[config.mk]
export PLATFORM = sky130hd
export DESIGN_NAME = pool_window_gen
export DESIGN_NICKNAME = d
export VERILOG_FILES = /design/src/rtl/pool_window_gen.sv
export SDC_FILE = /design/constraint.sdc
export NUM_CORES = 1
export LEC_CHECK = 0
export BUFFER_PORTS_ARGS = -buffer_cell sky130_fd_sc_hd__buf_2
export CORE_UTILIZATION = 50
export CTS_BUF_LIST = sky130_fd_sc_hd__clkbuf_2
export DETAILED_ROUTE_END_ITERATION = 16
export PLACE_DENSITY = 0.74
export SETUP_SLACK_MARGIN = 0.1
export SYNTH_ARGS = -nofsm -noshare
export SYNTH_HDL_FRONTEND = slang
export SYNTH_SLANG_ARGS = --single-unit
[constraint.sdc]
create_clock -name clk -period 2.8 [get_ports clk]
set_clock_uncertainty 0.15 [all_clocks]
set_input_delay 0.28 -clock clk [delete_from_list [all_inputs] [get_ports clk]]
set_output_delay 0.28 -clock clk [all_outputs]
set_load 0.02 [all_outputs]
[src/rtl/pool_window_gen.sv]
// pool_window_gen: groups a raster-order 4-bit pixel stream into
// non-overlapping 2x2 windows using a single line buffer, and emits each
// window as four 15-bit thermometer codes with a one-cycle valid pulse.
module pool_window_gen #(
    parameter int IMG_W = 8,
    parameter int IMG_H = 8
) (
    input  logic        clk,
    input  logic        rst,
    input  logic [3:0]  pix_in,
    input  logic        pix_valid,
    output logic [14:0] win_in1,
    output logic [14:0] win_in2,
    output logic [14:0] win_in3,
    output logic [14:0] win_in4,
    output logic        win_valid,
    output logic        frame_done
);

    localparam int CW = (IMG_W > 1) ? $clog2(IMG_W) : 1;
    localparam int RW = (IMG_H > 1) ? $clog2(IMG_H) : 1;

    localparam logic [CW-1:0] COL_LAST = CW'(IMG_W - 1);
    localparam logic [RW-1:0] ROW_LAST = RW'(IMG_H - 1);

    // Thermometer code: value v sets bits [v-1:0].
    function automatic logic [14:0] therm(input logic [3:0] v);
        logic [14:0] code;
        code = 15'd0;
        for (int i = 0; i < 15; i++) begin
            code[i] = (v > 4'(i));
        end
        return code;
    endfunction

    logic [CW-1:0] col_r;
    logic [RW-1:0] row_r;
    logic [CW-1:0] col_nxt_s;
    logic [RW-1:0] row_nxt_s;
    logic [3:0]    linebuf_r [IMG_W];
    logic [3:0]    held_bl_r;
    logic [14:0]   win1_r;
    logic [14:0]   win2_r;
    logic [14:0]   win3_r;
    logic [14:0]   win4_r;
    logic          win_valid_r;
    logic          frame_done_r;

    logic          last_col_s;
    logic          last_row_s;
    logic          win_fire_s;
    logic          lb_write_s;
    logic          hold_capture_s;
    logic [CW-1:0] left_col_s;

    assign last_col_s     = (col_r == COL_LAST);
    assign last_row_s     = (row_r == ROW_LAST);
    // Odd row + odd column is the bottom-right pixel of a window.
    assign win_fire_s     = pix_valid & row_r[0] & col_r[0];
    assign lb_write_s     = pix_valid & ~row_r[0];
    assign hold_capture_s = pix_valid & row_r[0] & ~col_r[0];
    assign left_col_s     = col_r - CW'(1);

    // Next raster position: advance only on accepted pixels, wrapping per line and per frame.
    always_comb begin
        col_nxt_s = col_r;
        row_nxt_s = row_r;
        if (pix_valid) begin
            if (last_col_s) begin
                col_nxt_s = {CW{1'b0}};
                if (last_row_s) begin
                    row_nxt_s = {RW{1'b0}};
                end else begin
                    row_nxt_s = row_r + RW'(1);
                end
            end else begin
                col_nxt_s = col_r + CW'(1);
                row_nxt_s = row_r;
            end
        end else begin
            col_nxt_s = col_r;
            row_nxt_s = row_r;
        end
    end

    // Position counters and bottom-left holding register.
    always_ff @(posedge clk or posedge rst) begin
        if (rst) begin
            col_r     <= {CW{1'b0}};
            row_r     <= {RW{1'b0}};
            held_bl_r <= 4'd0;
        end else begin
            col_r <= col_nxt_s;
            row_r <= row_nxt_s;
            if (hold_capture_s) begin
                held_bl_r <= pix_in;
            end
        end
    end

    // Line buffer of the top row of the current row pair; always written before read, so no reset.
    always_ff @(posedge clk) begin
        if (lb_write_s) begin
            linebuf_r[col_r] <= pix_in;
        end
    end

    // Registered window outputs and single-cycle status pulses.
    always_ff @(posedge clk or posedge rst) begin
        if (rst) begin
            win1_r       <= 15'd0;
            win2_r       <= 15'd0;
            win3_r       <= 15'd0;
            win4_r       <= 15'd0;
            win_valid_r  <= 1'b0;
            frame_done_r <= 1'b0;
        end else begin
            win_valid_r  <= win_fire_s;
            frame_done_r <= win_fire_s & last_col_s & last_row_s;
            if (win_fire_s) begin
                win1_r <= therm(linebuf_r[left_col_s]);
                win2_r <= therm(linebuf_r[col_r]);
                win3_r <= therm(held_bl_r);
                win4_r <= therm(pix_in);
            end
        end
    end

    assign win_in1    = win1_r;
    assign win_in2    = win2_r;
    assign win_in3    = win3_r;
    assign win_in4    = win4_r;
    assign win_valid  = win_valid_r;
    assign frame_done = frame_done_r;

endmodule

==> flow_summary.yaml <==
status:
  status: "finished, final reports clean"
power_and_ir_drop:
  ir_drop_uv: 482
  powerDensity_mw_per_mm2: 1110
  totalPowerFinal_mw: 5.68
  cellLeakagePower_nw: 2.28
clocking:
  cts_buffers: 9
  clkLatencyLatePin_ps: 570
  cts_hold_buf: 7
  cts_setup_buffers: 0
  post_cts_resized: 0
  root_buffer: "clkbuf_2"
  cts_tree: "yes"
  cts.sinks: 104
  cts_buffer_depth: 2
  clk_pin_slew_ps: 310
  cts.htree.levels: 3
synth:
  synthDistinctLibCells: 40
  netlist_area_mm2: 0.00452
  yosys.area.top_type_share: 0.399
  synth_ff_type: "dfrtp_1"
  async_flop_share: 0.692
  synth_nets: 401
  synth_edf_count: 32
  syn_area_per_cell_um2: 11.6
  yosysWarnings: 0
  ys_seq_area_frac: 0.612
  yosysTopAreaCell: "dfrtp_1"
  synthCells: 389
  synth.area.top_cells: "dfrtp_1 (40%), edfxtp_1 (21%), mux4_2 (6.0%)"
  synth_seq_cells: 104
global_routing:
  antenna_found_initial: 0
  grt_overflow: 0
  grt_max_degree: 60
  grt_pass1_wl_um: 15600
  grt.total_usage: 0.210
  grt_pass1_vias: 3046
detailed_routing:
  drt_pass1_iterations: 4
  avgViaCountPerCell: 5.54
  vias: 3156
  drcViolationCount: 0
  wl_um: 9220
  drt_iter0_drc: 144
  ant_nets: 0
  wire_per_inst_um: 16.2
min_path:
  hold_class: "primary input to async pin"
die:
  die_x_um: 97.0
  dieArea_mm2: 0.00941
  fp.coreArea_mm2: 0.00872
  initial_core_util: 0.518
  ios: 69
  die_h_um: 97.0
  rows: 34
timing:
  setup_violations: 0
  fin_crit_sh: 0.871
  fmax_mhz: 410
  tns_ps: 0
  hold_viol_final: 0
  worst_pin_slew_ps: 840
  slew_violations: 0
  max_slew_margin: 0.440
  fin_ws_ps: 360
  finalCriticalPeriod_ps: 2440
  rsz0062_at_grt: "no"
final_layout:
  fin_util: 0.587
  n_antenna_cell: 0
  final_common_cell: "dfrtp_1"
  final_cell_mix: "dfrtp_1 (72), nand2_1 (70), buf_2 (68), o21ai_0 (34), edfxtp_1 (32)"
  final_area_mm2: 0.00512
  final_nets: 469
  syn_to_final_growth_pct: 13.4
  fillers: 720
  drive_gt1_frac: 0.268
job:
  drv_cap: 0
critical_path:
  cp-end-kind: "register"
  critPathLaunchType: "register"
  worstRegToRegCells: 5
  arrival_ps: 2740
  reg2reg_slack_ps: 360
  cp_max_fo: 22
  critPathKind: "register to register"
  cp.required_ps: 3100
place:
  dp.final_hpwl_um: 6510
  place_ws_ps: 379
  io_buffers: 68
  dpl_cell_area_mm2: 0.00495
  gp_congestion: 0.806
final cells by class:
class / instances / area [um2] / share of cell area
tap: 108 / 135 / 0.0264
clock inverter: 7 / 57.6 / 0.0112
inverter: 10 / 37.5 / 0.00733
timing repair buffer: 83 / 483 / 0.0943
clock buffer: 9 / 45.0 / 0.00879
sequential: 104 / 2760 / 0.539
multi-input combinational: 249 / 1600 / 0.313
path summary, 6_finish.rpt:
path / start / end
worst max-delay path: col_r[2] / win_in2[3]
worst min-delay path: rst / win_in3[11]
worst max register to register: col_r[2] / win_in2[3]
worst min register to register: win_in1[14] / win_in1[14]
max in group asynchronous: rst / win_in2[3]
min in group clk: win_in1[14] / win_in1[14]
flip-flops by register name (all words and copies together), names as in the netlist:
name / count
win_in3: 15
held_bl_r: 4
win_in4: 15
row_r: 3
frame_done: 1
win_in1: 15
col_r: 3
linebuf_r: 32
win_in2: 15
win_valid: 1
report_power, final:
part	leakage (nW)	total [mW]	internal, mW	switching (mW)
registers	1.18	2.39	2.03	0.360
logic	1.03	2.63	0.991	1.63
clock network	0.0699	0.660	0.139	0.521
synth_stat cells, types with 6 or more instances:
library cell	instances
inv_1	10
mux2_2	13
mux4_2	12
nor2_1	31
a21oi_1	12
edfxtp_1	32
dfrtp_1	72
a31oi_1	9
nand3_1	10
o21ai_1	11
clkbuf_1	17
o31ai_1	6
nand2_1	70
o21ai_0	34
stage by stage:
step / hold WS, ps / instances
final: 104 / 570
after CTS: 113 / 570
after global routing: 142 / 570
after floorplan: 229 / 389
after global placement: 232 / 547
after detailed placement: 245 / 547
critical path, cell delays in order (launching register included):
cell	delay, ps
dfrtp_1	960
mux2_2	410
a22oi_1	300
o221ai_4	190
nor2_2	220
a21oi_1	100
cell families (layout without fill, tap and decap cells):
logic type	Yosys count	count (layout)	synth area share
DFF	104	104	0.612
muxes	28	28	0.0989
xor gates and xnor gates	1	1	0.00360
and+or+nand+nor	130	130	0.122
AOI/OAI and AO/OA	85	85	0.115
adders and majority gates	5	5	0.0139
buffers and inverters	36	109	0.0346
per-layer routing:
layer	wire, um	part of all wire	GRT usage
met5	0	0	0
met1	4310	0.47	0.298
met3	327	0.035	0.0311
met2	4460	0.48	0.334
met4	133	0.014	0.0677
Power figures use the tool's default switching activity.
